===== src/rtl/rv32m_div_pkg.sv =====
// ---------------------------------------------------------------------------
// rv32m_div_pkg
// Shared definitions for the RV32M iterative divider: default operand width,
// operation encodings, FSM state encoding and the constants used by the
// RISC-V divide special cases.
// No ports (package).
// ---------------------------------------------------------------------------
package rv32m_div_pkg;

  localparam int XLEN_DEFAULT = 32;

  // Operation encodings as presented on the op input.
  localparam logic [1:0] DIV_OP_DIV  = 2'b00;
  localparam logic [1:0] DIV_OP_DIVU = 2'b01;
  localparam logic [1:0] DIV_OP_REM  = 2'b10;
  localparam logic [1:0] DIV_OP_REMU = 2'b11;

  // Divider control states.
  typedef enum logic [1:0] {
    IDLE = 2'd0,
    CALC = 2'd1,
    DONE = 2'd2
  } div_state_t;

  // Most negative signed value and the all-ones pattern at the default width.
  localparam logic [XLEN_DEFAULT-1:0] INT_MIN  = {1'b1, {(XLEN_DEFAULT-1){1'b0}}};
  localparam logic [XLEN_DEFAULT-1:0] ALL_ONES = {XLEN_DEFAULT{1'b1}};

endpackage


===== src/rtl/rv32m_div_unit_divu_step.sv =====
// ---------------------------------------------------------------------------
// divu_step
// One iteration of unsigned radix-2 restoring division (combinational).
// Ports:
//   rem      in  XLEN  partial remainder before this step
//   dvd_msb  in  1     next dividend bit to bring down
//   dsr      in  XLEN  divisor (unsigned magnitude)
//   next_rem out XLEN  partial remainder after this step
//   q_bit    out 1     quotient bit produced by this step
// ---------------------------------------------------------------------------
module divu_step
  import rv32m_div_pkg::*;
#(
  parameter int XLEN = XLEN_DEFAULT
) (
  input  logic [XLEN-1:0] rem,
  input  logic            dvd_msb,
  input  logic [XLEN-1:0] dsr,
  output logic [XLEN-1:0] next_rem,
  output logic            q_bit
);

  logic [XLEN-1:0] shifted;

  // The partial remainder is always below 2^k after k steps, so dropping its
  // top bit on the shift never loses information within XLEN iterations.
  assign shifted  = {rem[XLEN-2:0], dvd_msb};
  assign q_bit    = (shifted >= dsr);
  assign next_rem = q_bit ? (shifted - dsr) : shifted;

endmodule


===== src/rtl/rv32m_div_unit.sv =====
// ---------------------------------------------------------------------------
// rv32m_div_unit
// Multi-cycle iterative divider for RV32M DIV, DIVU, REM and REMU.
// Normal operations take XLEN CALC cycles plus one DONE cycle; divide by zero
// and signed overflow are resolved at start and go straight to DONE.
// Ports:
//   clk     in  1     rising-edge clock
//   rst     in  1     synchronous active-high reset
//   start   in  1     request, accepted only in IDLE without kill
//   op      in  2     00 DIV, 01 DIVU, 10 REM, 11 REMU
//   A       in  XLEN  dividend
//   B       in  XLEN  divisor
//   kill    in  1     abort any operation in flight
//   busy    out 1     high in CALC and DONE
//   done    out 1     one-cycle pulse, result valid
//   result  out XLEN  quotient or remainder, held between operations
// ---------------------------------------------------------------------------
module rv32m_div_unit
  import rv32m_div_pkg::*;
#(
  parameter int XLEN = XLEN_DEFAULT
) (
  input  logic            clk,
  input  logic            rst,
  input  logic            start,
  input  logic [1:0]      op,
  input  logic [XLEN-1:0] A,
  input  logic [XLEN-1:0] B,
  input  logic            kill,
  output logic            busy,
  output logic            done,
  output logic [XLEN-1:0] result
);

  localparam int CW = $clog2(XLEN);
  localparam logic [CW-1:0] LAST_COUNT = CW'(XLEN - 1);

  // Width-matched special-case constants; the package values apply directly
  // at the default width.
  localparam logic [XLEN-1:0] MIN_NEG =
    (XLEN == XLEN_DEFAULT) ? INT_MIN : {1'b1, {(XLEN-1){1'b0}}};
  localparam logic [XLEN-1:0] ONES =
    (XLEN == XLEN_DEFAULT) ? ALL_ONES : {XLEN{1'b1}};

  div_state_t      state;
  logic [CW-1:0]   count;
  logic [XLEN-1:0] dvd;
  logic [XLEN-1:0] dsr;
  logic [XLEN-1:0] rem;
  logic [XLEN-1:0] quo;
  logic            sign_q;
  logic            sign_r;
  logic            want_rem;

  logic            is_signed;
  logic            is_rem_op;
  logic            div_by_zero;
  logic            overflow;
  logic [XLEN-1:0] abs_a;
  logic [XLEN-1:0] abs_b;
  logic [XLEN-1:0] step_rem;
  logic            step_q;
  logic [XLEN-1:0] final_q;

  // Decode of the request presented with start. Magnitudes of signed operands
  // are taken here so the iteration only ever sees unsigned values; the
  // magnitude of INT_MIN wraps to itself, which is correct when read unsigned.
  assign is_signed   = (op == DIV_OP_DIV) || (op == DIV_OP_REM);
  assign is_rem_op   = (op == DIV_OP_REM) || (op == DIV_OP_REMU);
  assign div_by_zero = (B == '0);
  assign overflow    = is_signed && (A == MIN_NEG) && (B == ONES);
  assign abs_a       = (is_signed && A[XLEN-1]) ? -A : A;
  assign abs_b       = (is_signed && B[XLEN-1]) ? -B : B;

  divu_step #(
    .XLEN(XLEN)
  ) u_step (
    .rem     (rem),
    .dvd_msb (dvd[XLEN-1]),
    .dsr     (dsr),
    .next_rem(step_rem),
    .q_bit   (step_q)
  );

  // Quotient including the bit produced this cycle, so the last iteration
  // can be finalised on the same edge it completes.
  assign final_q = {quo[XLEN-2:0], step_q};

  // Control FSM together with the datapath registers. kill drops back to IDLE
  // without touching result; rst clears everything and has priority.
  always_ff @(posedge clk) begin
    if (rst) begin
      state    <= IDLE;
      count    <= '0;
      dvd      <= '0;
      dsr      <= '0;
      rem      <= '0;
      quo      <= '0;
      sign_q   <= 1'b0;
      sign_r   <= 1'b0;
      want_rem <= 1'b0;
      busy     <= 1'b0;
      done     <= 1'b0;
      result   <= '0;
    end else begin
      done <= 1'b0;
      case (state)
        IDLE: begin
          if (start && !kill) begin
            busy <= 1'b1;
            if (div_by_zero) begin
              result <= is_rem_op ? A : ONES;
              done   <= 1'b1;
              state  <= DONE;
            end else if (overflow) begin
              result <= is_rem_op ? '0 : MIN_NEG;
              done   <= 1'b1;
              state  <= DONE;
            end else begin
              dvd      <= abs_a;
              dsr      <= abs_b;
              rem      <= '0;
              quo      <= '0;
              count    <= '0;
              sign_q   <= is_signed && (A[XLEN-1] ^ B[XLEN-1]);
              sign_r   <= is_signed && A[XLEN-1];
              want_rem <= is_rem_op;
              state    <= CALC;
            end
          end
        end

        CALC: begin
          if (kill) begin
            busy  <= 1'b0;
            state <= IDLE;
          end else begin
            rem   <= step_rem;
            quo   <= final_q;
            dvd   <= {dvd[XLEN-2:0], 1'b0};
            count <= count + 1'b1;
            if (count == LAST_COUNT) begin
              if (want_rem) begin
                result <= sign_r ? -step_rem : step_rem;
              end else begin
                result <= sign_q ? -final_q : final_q;
              end
              done  <= 1'b1;
              state <= DONE;
            end
          end
        end

        DONE: begin
          busy  <= 1'b0;
          state <= IDLE;
        end

        default: begin
          busy  <= 1'b0;
          state <= IDLE;
        end
      endcase
    end
  end

endmodule


===== config.mk =====
export PLATFORM = sky130hd
export DESIGN_NAME = rv32m_div_unit
export DESIGN_NICKNAME = d
export VERILOG_FILES = /design/src/rtl/rv32m_div_pkg.sv /design/src/rtl/rv32m_div_unit_divu_step.sv /design/src/rtl/rv32m_div_unit.sv
export SDC_FILE = /design/constraint.sdc
export NUM_CORES = 1
export LEC_CHECK = 0
export BUFFER_PORTS_ARGS = -buffer_cell sky130_fd_sc_hd__buf_4
export CORE_UTILIZATION = 45
export DETAILED_ROUTE_END_ITERATION = 6
export SYNTH_ARGS = -nofsm -noshare
export SYNTH_HDL_FRONTEND = slang
export SYNTH_SLANG_ARGS = --single-unit

===== constraint.sdc =====
create_clock -name clk -period 8.1 [get_ports clk]
set_input_delay 1.62 -clock clk [delete_from_list [all_inputs] [get_ports clk]]
set_output_delay 1.62 -clock clk [all_outputs]
set_load 0.005 [all_outputs]

After elaboration in Yosys (flattened, before gate mapping):

Index checks and enable logic that the tools add are counted.
W data, S select, Z words.

* output and inout bits: 34
* register bits: 170

* reductions and logical operators: 18
* add/subtract/negate cells: 6
* eq/ne operators: 14
* mux-type cells: 46
* bitwise gates (word level): 3
* order comparisons: 1

Operator list (number)
* $mux W32: 17
* $mux W31: 5
* $neg A32 Y32: 4
* $pmux W32 S2: 2
* $pmux W31 S2: 2
* $eq A32 B32 Y1 const B: 2
* $ge A32 B32 Y1: 1
* $logic_not A32 Y1: 1
* $sub A32 B32 Y32: 1
* $mux W5: 4
* $ne A2 B2 Y1 const B: 6
* $mux W2: 5
* $pmux W5 S2: 1
* $reduce_and A5 Y1: 2
* $mux W1: 7
* $logic_and A1 B1 Y1: 6
* $ne A3 B3 Y1 const B: 2
* $add A5 B1 Y5 const B: 1
* $eq A5 B5 Y1 const B: 1
* $eq A2 B2 Y1 const B: 2
* $logic_not A2 Y1: 2
* $pmux W1 S2: 2
* $pmux W2 S2: 1
* $reduce_and A2 Y1: 2
* 7 further kinds: 9

Logic depth before layout (Yosys ltp):

Gate-level depths: netlist of run 1.

* depth after elaboration: 8
* gate-level depth with buffers: 24

Modules after synthesis:

A second synthesis of run 1 with hierarchy kept.

* cells, all modules: 1600
* area, all modules: 11946.5 um^2

Modules (own cells, without submodules)
* rv32m_div_unit: cells each 1270, area an instance 9686.8 um^2, instances 1, sequential area each 3423.3 um^2
* divu_step: cells each 330, area an instance 2259.7 um^2, instances 1, sequential area each 0.0 um^2

Worst setup path after synthesis of run 1:

No wires, ideal clock.

* path type: register to register
* start point: register dvd[31]
* end point: register result[24]
* arrival time: 4810 ps
* setup slack: 3157 ps
* cell stages (with the launch flop): 25
* required time: 7966 ps
* buffers on the path: 4
* path through: dfxtp_1 inv_1 ha_1 fa_1 nor2b_1 o21a_1 nor3_1 o211ai_1 a21o_1 buf_4 buf_2 buf_2 buf_1 nand2_1 o21ai_0 ha_1 nand2_1 a221oi_1 o21ai_0 a2111oi_1 o22ai_1 or2_2 o21ai_0 xnor2_1 o22ai_1

* cells in the longest elaborated chain, start to end: 8
* elaborated cells on any way between the ends: 11
* those cells by class: add/sub (3); order compare (1); mux (7)

Ends and longest elaborated chain
* from (decl): RTL line rv32m_div_unit.sv:47 `logic [XLEN-1:0] dvd;`
* from (signal assigned): RTL line rv32m_div_unit.sv:120 `dvd <= abs_a;`
* from (signal assigned): RTL line rv32m_div_unit.sv:140 `dvd <= {dvd[XLEN-2:0], 1'b0};`
* $sub A32 B32 Y32 or $ge A32 B32 Y1 (tied branches): RTL line rv32m_div_unit_divu_step.sv:29, rv32m_div_unit_divu_step.sv:28
* $mux W32: RTL line rv32m_div_unit_divu_step.sv:29 `assign next_rem = q_bit ? (shifted - dsr) : shifted;`
* $neg A32 Y32: RTL line rv32m_div_unit.sv:144 `result <= sign_r ? -step_rem : step_rem;`
* $mux W32: RTL line rv32m_div_unit.sv:144
* $mux W32 (*): RTL line rv32m_div_unit.sv:143 `if (want_rem) begin`
* $mux W32 (*): RTL line rv32m_div_unit.sv:142 `if (count == LAST_COUNT) begin`
* $mux W32 (*): RTL line rv32m_div_unit.sv:134 `if (kill) begin`
* $pmux W32 S2 (*): RTL line rv32m_div_unit.sv:107 `case (state)`
* to (signal assigned): RTL line rv32m_div_unit.sv:112 `result <= is_rem_op ? A : ONES;`
* to (signal assigned): RTL line rv32m_div_unit.sv:144
* to (signal assigned): RTL line rv32m_div_unit.sv:146 `result <= sign_q ? -final_q : final_q;`
* to (decl): RTL line rv32m_div_unit.sv:32 `output logic [XLEN-1:0] result`

Mark *: on every way between the ends. The rest lies on a longest branch, timed or not. The select of a mux whose other input is x is not followed.
A chain may end at the register's enable or synchronous reset.

Worst setup path in the final report of run 1:

* start point: input B[5]
* end point: register dvd[31]

* cells in the longest elaborated chain, start to end: 4
* elaborated cells on any way between the ends: 6
* those cells by class: eq/ne (3); reduce/logical (3)

Ends and longest elaborated chain
* from (decl): RTL line rv32m_div_unit.sv:28 `input logic [XLEN-1:0] B,`
* $eq A32 B32 Y1: RTL line rv32m_div_unit.sv:71 `assign overflow = is_signed && (A == MIN_NEG) && (B == ONES);`
* $logic_and A1 B1 Y1: RTL line rv32m_div_unit.sv:71
* $ne A2 B2 Y1 (no line)
* $reduce_and A5 Y1 (no line) (*)

Mark *: on every way between the ends. The rest lies on a longest branch, timed or not.

==> flow_summary.ini, run 1 <==
[min_path]
hold_start = dsr[31]$_SDFFE_PP0P_
worstHoldPathCells = 2
hold_class = flip-flop to flip-flop

[die]
start_util = 0.458
die_y_um = 168
dieWidth_um = 168
num_io_pins = 104
rows = 60
core-area_mm2 = 0.0270
die-area_mm2 = 0.0281

[place]
dpl_cell_area_mm2 = 0.0132
io_buffers = 103
gp_congestion = 0.928
dp_hpwl_mm = 29.9

[detailed_routing]
vias = 12700
first_pass_iters = 7
wirelength_mm = 41.1
wl_met2_mm = 17.9
ant_nets = 0
wire_per_inst_um = 20.0
drc = 1
top_layer = met5
wl_met3_mm = 3.06
drtIter0Drc = 1358
wl_met1_mm = 19.1
viasPerCell = 6.19

[sta]
rsz0062_at_grt = false
worst_clock_skew_ns = 0.0140
hold_viol_final = 0
slew_headroom = 0.256
period_needed_ns = 5.47
period_share = 0.675
worst_pin_slew_ns = 1.11
slew_violations = 0
fin_setup_tns_ns = 0
finalSetupViolations = 0
fmax_ghz = 0.183

[clock_network]
h-tree-depth = 4
clock_latency_ns = 0.44
root_buffer = clkbuf_16
cts_resized = 0
postCtsHoldBufs = 0
tritoncts = done
cts.clk_slew.worst_paths_ns = 0.07
max-clock-path-buffers = 2
postCtsSetupRepairBufs = 0
numCtsBuffers = 17
clock-sinks = 170

[layout]
drive_above_1_share = 0.104
nets = 1814
syn_to_final_growth_pct = 12.0
final_cell_area_mm2 = 0.0138
n_antenna_cell = 0

[setup_path]
max_stage_delay_ns = 0.69
crit_path_top_delay_cell = nor3b_1
r2r_start = rem[9]$_SDFFE_PP0P_
critPathMaxFanout = 70
crit_top_cell = nor4_1
required_ns = 8.43
crit_path_cell_trace = buf_4 -> nor4_1 -> nor3b_1 -> nand4_1 -> nor3_1 -> nor4_1 -> nand2_4 -> o21ai_0 -> a221oi_1
reg2reg_depth = 16
start_kind = primary input
worstSetupPathType = primary input to flip-flop
end_kind = flip-flop
crit_path_start = B[5]
cp.arrival_ns = 5.80

[synthesis]
synth_top_area_frac = 0.276
ys_seq_area_frac = 0.276
synth-edff-count = 0
synth.area.top_cells = dfxtp_1 (28%), nor2_1 (7.6%), xor2_1 (5.0%), a21oi_1 (4.9%), xnor2_1 (4.5%)
ys_warn_count = 0
synth_commonest_cells = nor2_1 (250), dfxtp_1 (170), nand2_1 (146)
ys_types = 80
synth-main-ff-cell = dfxtp_1
synth-seq-cells = 170
yosys.area.top_type = dfxtp_1
syn_nets = 1799
yosys.cell_count.top_type = nor2_1
ys_async_sr_fraction = 0
synth_cells = 1689
synthesis.area_mm2 = 0.0124
synth_area_per_cell_um2 = 7.31

[global_routing]
grt_max_degree = 97
grt_pass1_vias = 11500
grt_usage = 0.288
antenna_found_initial = 0
gr-total-overflow = 0
grt_first_pass_wirelength_mm = 64.0

[power_and_ir_drop]
irDropWorstVdd_mv = 0.134
power_density_mw_per_mm2 = 170
power_mw = 2.35
leakagePower_nw = 5.24

[run_status]
status = finished with violations
violations = design-rule violations

[job]
maxCapViolCount = 0
## critical path, delay by kind of cell
kind / cells / cell delay (ns)
AOI/OAI and AO/OA: 2 / 0.89
buffers and inverters: 1 / 0.13
and+or+nand+nor: 6 / 3.15
## metrics by stage
step	std cells	hold WS [ns]	setup slack, ns	util
2_1_floorplan	1689	0.432	3.16	-
3_3_place_gp	2026	0.444	2.31	0.491
3_5_place_dp	2026	0.447	2.16	0.491
4_1_cts	2058	0.458	2.63	0.513
5_1_grt	2058	0.483	2.21	0.513
6_report	2058	0.455	2.63	0.513
## area by class of cell
class	instances	area, um^2
flip-flops and latches	170	3400
clock buffers	18	429
fillers	2706	13100
clock inverters	14	178
multi-input cells	1345	8300
inverters	54	203
well taps	341	427
repair buffers	116	887
## flip-flops by register name (all words and copies together) (netlist names)
register and cells:
result 32, dsr 32, rem 31, want_rem 1
busy 1, done 1, count 5, sign_q 1
state 2, sign_r 1, quo 31, dvd 32
## final timing paths
check	endpoint	slack, ns
setup reg to reg	result[28]$_SDFFE_PP0P_	2.68
hold reg to reg	dsr[31]$_SDFFE_PP0P_	0.46
setup / recovery	dvd[31]$_SDFFE_PP0P_	2.63
hold / removal	dsr[31]$_SDFFE_PP0P_	0.46
## cells by family (layout without fill, tap and decap cells)
kind of cell | count (synthesis) | after routing | synth area share
AO/OA/AOI/OAI | 494 | 494 | 0.264
XOR/XNOR | 134 | 134 | 0.0950
adder cells (fa/ha/maj) | 40 | 40 | 0.0411
buffers and inverters | 174 | 202 | 0.0557
flip-flops | 170 | 170 | 0.276
multiplexers | 27 | 27 | 0.0224
AND/OR/NAND/NOR | 650 | 650 | 0.246
## routing by layer
metal | vias to the layer above | GRT usage
met5 | - | 0.0104
met4 | 2 | 0.0941
met3 | 54 | 0.0534
met2 | 511 | 0.434
met1 | 6004 | 0.411
li1 | 6170 | -
## power breakdown
group | switching [mW] | internal, mW | total [mW]
Sequential | 0.0215 | 0.877 | 0.898
Combinational | 0.384 | 0.199 | 0.583
Clock | 0.420 | 0.445 | 0.865
## layout by cell type (no fill, tap or decap), drive strengths merged, types with 48 or more instances in the layout
cell type and count:
nand3 58, dfxtp 170, nor2 251, buf 116, nand2 146, nor3 48
xnor2 63, o21ai 101, a21oi 121, xor2 71, inv 60
No activity file was read; power rests on OpenSTA's default activity.
==> inputs of run 2 (changes only) <==
PLACE_DENSITY = 0.65   (was default)
clock period = 5 ns   (was 8.1 ns; I/O delays follow)
==> flow_summary.ini, run 2 (synthesized netlist as in run 1, its figures left out) <==
[run_status]
status = completed

[power_and_ir_drop]
switching_share = 0.354
power_frac_clock = 0.351
power_density_mw_per_mm2 = 267
p_switching_mw = 1.33
pwr-share-seq = 0.386
p_int_mw = 2.43
irDropWorstVdd_mv = 0.247
leakagePower_nw = 5.40
comb_power_share = 0.263

[place]
dpl_cell_area_mm2 = 0.0135
gp_congestion = 0.925
io_buffers = 103
dp_hpwl_mm = 30.9

[setup_path]
start_kind = flip-flop
cp.arrival_ns = 4.98
end_kind = flip-flop
critPathMaxFanout = 8
worstSetupPathType = flip-flop to flip-flop
required_ns = 5.28

[min_path]
hold_class = flip-flop to flip-flop

[sta]
worst_clock_skew_ns = 0.0143
rsz0062_at_grt = false
finalSetupViolations = 0
fmax_ghz = 0.213
hold_viol_final = 0
fin_setup_tns_ns = 0
period_share = 0.939
worst_pin_slew_ns = 1.13
period_needed_ns = 4.70
slew_headroom = 0.237
slew_violations = 0

[detailed_routing]
viasPerCell = 6.25
drtIter0Drc = 1423
drc = 0
ant_nets = 0
first_pass_iters = 5
wire_per_inst_um = 20.0
vias = 13100
wirelength_mm = 41.8

[clock_network]
h-tree-depth = 4
max-clock-path-buffers = 2
cts.clk_slew.worst_paths_ns = 0.08
postCtsHoldBufs = 0
tritoncts = done
numCtsBuffers = 17
root_buffer = clkbuf_16
clock_latency_ns = 0.45
clock-sinks = 170

[global_routing]
grt_usage = 0.295
gr-total-overflow = 0
grt_pass1_vias = 11800
grt_max_degree = 97
antenna_found_initial = 0
grt_first_pass_wirelength_mm = 66.1

[die]
start_util = 0.458
rows = 60
core-area_mm2 = 0.0270
dieWidth_um = 168
die_y_um = 168
die-area_mm2 = 0.0281
num_io_pins = 104

[layout]
layout_commonest_cell = nor2_1
nFillCells = 2651
drive_above_1_share = 0.122
multi_input_comb_area_mm2 = 0.00833
syn_to_final_growth_pct = 14.1
nets = 1847
final_cell_mix = nor2_1 (248), dfxtp_1 (170), nand2_1 (145), buf_4 (145), a21oi_1 (120)
seqCellArea_mm2 = 0.00340
n_antenna_cell = 0
reg_top3 = dsr x32, dvd x32, result x32
final_cell_area_mm2 = 0.0141

[job]
maxCapViolCount = 0
run 2: critical path, cell delays in order (launching register included):
cell	delay (ns)
dfxtp_1	0.37
inv_1	0.10
ha_1	0.21
fa_1	0.40
nor2b_1	0.22
o21a_1	0.17
nor3_1	0.05
o211ai_1	0.30
a21o_2	0.28
nand2_1	0.06
o21ai_0	0.11
ha_1	0.25
nand2_1	0.07
a221oi_1	0.30
o21ai_1	0.22
a2111oi_4	0.40
o22ai_2	0.17
or2_2	0.36
o21ai_0	0.22
xnor2_1	0.15
o22ai_1	0.10
run 2: routing by layer:
layer | share of wire | global-route usage | wire (um)
met4 | 0.016 | 0.0686 | 658
met5 | 0 | 0 | 0
met1 | 0.47 | 0.425 | 19700
met3 | 0.068 | 0.0425 | 2850
met2 | 0.44 | 0.462 | 18500
run 2: path summary, 6_finish.rpt:
check                  startpoint                       to  slack (ns)  cells past startpoint
max reg2reg  dvd[31]$_SDFFE_PP0P_  result[24]$_SDFFE_PP0P_        0.30                     20
min          dsr[31]$_SDFFE_PP0P_     dsr[31]$_SDFFE_PP0P_        0.46                      2
min reg2reg  dsr[31]$_SDFFE_PP0P_     dsr[31]$_SDFFE_PP0P_        0.46                      2
max          dvd[31]$_SDFFE_PP0P_  result[24]$_SDFFE_PP0P_        0.30                     20
run 2: area by class of cell:
class / count / share of cell area
sequential: 170 / 0.242
inverter: 54 / 0.0144
multi-input combinational: 1345 / 0.591
clock inverter: 13 / 0.00915
timing repair buffer: 149 / 0.0829
tap: 341 / 0.0303
clock buffer: 18 / 0.0305
run 2: per-stage QoR:
step                      utilization  hold slack (ns)  power [mW]  std cells  setup WS [ns]
after floorplan                     -            0.432        2.12       1689         0.0566
after global placement          0.501            0.441        2.43       2058          0.322
after detailed placement        0.501            0.451        2.44       2058          0.192
after CTS                       0.521            0.462        3.75       2089          0.186
after global routing            0.523            0.493        3.94       2090         0.0414
final                           0.523            0.462        3.76       2090          0.303
run 2: power by group through the flow:
stage          clock [mW]  combinational, mW  sequential, mW
3_5_place_dp            0              0.959            1.48
4_1_cts              1.33              0.965            1.45
5_1_grt              1.39               1.08            1.46
2_1_floorplan           0              0.643            1.48
6_report             1.32              0.990            1.45
3_3_place_gp            0              0.951            1.48
run 2: timing repair:
| item | 4_1_cts | 5_1_grt |
|---|---|---|
| setup endpoints to repair | 0 | 6 |
| endpoints found under the hold margin | 0 | 0 |
| resized for setup | 0 | 6 |
| buffers inserted | 0 | 1 |
==> inputs of run 3 (changes only) <==
PLACE_DENSITY = 0.62   (was 0.65)
==> flow_summary.ini, run 3 (synthesized netlist as in run 1, its figures left out) <==
[run_status]
status = completed

[place]
gp_congestion = 0.906
io_buffers = 103
placed_cells_incl_taps = 2055
dp_hpwl_mm = 31.5
dpl_cell_area_mm2 = 0.0135
pre_cts_ws_ns = 0.259

[layout]
layout_commonest_cell = nor2_1
reg_top3 = dsr x32, dvd x32, result x32
nets = 1843
n_antenna_cell = 0
final_cell_mix = nor2_1 (248), dfxtp_1 (170), nand2_1 (145), buf_4 (139), a21oi_1 (120)
multi_input_comb_area_mm2 = 0.00834
layout.cells.non_filler = 2085
drive_above_1_share = 0.119
nFillCells = 2693
syn_to_final_growth_pct = 14.0
final_util = 0.522
seqCellArea_mm2 = 0.00340
final_cell_area_mm2 = 0.0141

[sta]
finalSetupViolations = 0
period_share = 0.943
fin_setup_tns_ns = 0
slew_violations = 0
period_needed_ns = 4.72
worst_clock_skew_ns = 0.0144
hold_viol_final = 0
fmax_ghz = 0.212
fin_ws_ns = 0.284
slew_headroom = 0.226
worst_pin_slew_ns = 1.16

[clock_network]
h-tree-depth = 4
postCtsHoldBufs = 0
tritoncts = done
clock_latency_ns = 0.45
root_buffer = clkbuf_16
max-clock-path-buffers = 2
postCtsSetupRepairBufs = 0
numCtsBuffers = 17
clock-sinks = 170
cts.clk_slew.worst_paths_ns = 0.07
cts_resized = 0

[setup_path]
required_ns = 5.30
crit_top_cell = o21ai_0
end_kind = flip-flop
critPathMaxFanout = 5
start_kind = flip-flop
crit_path_top_delay_cell = a2111oi_2
crit_path_cell_trace = inv_1 -> ha_1 -> fa_1 -> nor2b_1 -> o21a_1 -> nor3_1 -> o211ai_1 -> a21o_2 -> nand2_1 -> o21ai_0 -> ha_1 -> nand2_1 -> a221oi_1 -> o21ai_0 -> a2111oi_2 -> o22ai_2 -> or2_2 -> o21ai_0 -> xnor2_1 -> o22ai_1
worstSetupPathType = flip-flop to flip-flop
cp_num_buf_inv = 1
cp_top_family = compound AO/OA/AOI/OAI gates
cp.arrival_ns = 5.02
max_stage_delay_ns = 0.51

[die]
die-area_mm2 = 0.0281
rows = 60
start_util = 0.458
num_io_pins = 104
dieWidth_um = 168
die_y_um = 168
core-area_mm2 = 0.0270

[detailed_routing]
ant_nets = 0
vias = 12800
first_pass_iters = 7
wire_per_inst_um = 20.1
drc = 0
wirelength_mm = 41.8
viasPerCell = 6.15
drtIter0Drc = 1283

[power_and_ir_drop]
power_density_mw_per_mm2 = 268
p_switching_mw = 1.26
comb_power_share = 0.261
p_int_mw = 2.52
leakagePower_nw = 5.39
pwr-share-seq = 0.387
switching_share = 0.333
irDropWorstVdd_mv = 0.256
power_frac_clock = 0.352

[global_routing]
grt_max_degree = 87
grt_usage = 0.300
grt_first_pass_wirelength_mm = 66.5
antenna_found_initial = 0
gr-total-overflow = 0
grt_pass1_vias = 11900

[min_path]
hold_class = flip-flop to flip-flop

[job]
maxCapViolCount = 0
-- run 3: cell types whose count changed in the layout (fill, tap and decap cells not counted), sizes merged --
cell / delta
inv: -7
clkinv: -1
buf: -4
clkbuf: +5
bufinv: +2
-- run 3: layer usage --
metal	vias up	GRT usage	share of wire
li1	6219	-	-
met1	6103	0.418	0.47
met2	427	0.470	0.44
met3	66	0.0612	0.065
met4	0	0.0758	0.018
met5	-	0	0
-- run 3: final cells by class --
cell class | count | area share
Inverter | 54 | 0.0144
Clock buffer | 23 | 0.0325
Sequential cell | 170 | 0.242
Tap cell | 341 | 0.0303
Timing Repair Buffer | 145 | 0.0820
Clock inverter | 7 | 0.00667
Multi-Input combinational cell | 1345 | 0.592
-- run 3: path summary, 6_finish.rpt --
kind / startpoint / end / depth (start not counted) / slack [ns]
hold / removal: dvd[21]$_SDFFE_PP0P_ / dvd[21]$_SDFFE_PP0P_ / 2 / 0.46
hold reg to reg: dvd[21]$_SDFFE_PP0P_ / dvd[21]$_SDFFE_PP0P_ / 2 / 0.46
setup / recovery: dvd[31]$_SDFFE_PP0P_ / result[24]$_SDFFE_PP0P_ / 20 / 0.28
setup reg to reg: dvd[31]$_SDFFE_PP0P_ / result[24]$_SDFFE_PP0P_ / 20 / 0.28
-- run 3: stage by stage --
stage | hold WS, ns | power [mW]
2_1_floorplan | 0.432 | 2.12
3_3_place_gp | 0.441 | 2.45
3_5_place_dp | 0.448 | 2.45
4_1_cts | 0.458 | 3.78
5_1_grt | 0.471 | 3.95
6_report | 0.458 | 3.77
-- run 3: worst min-delay path, cell delays in order (launching register included) --
cell	delay [ns]
dfxtp_1	0.31
nand2_1	0.05
a21oi_1	0.05
-- run 3: power groups by stage --
stage                     logic, mW  clock network, mW  registers, mW
after floorplan               0.643                  0           1.48
after global placement        0.961                  0           1.49
after detailed placement      0.964                  0           1.49
after CTS                     0.969               1.35           1.46
after global routing           1.08               1.40           1.47
final                         0.985               1.33           1.46
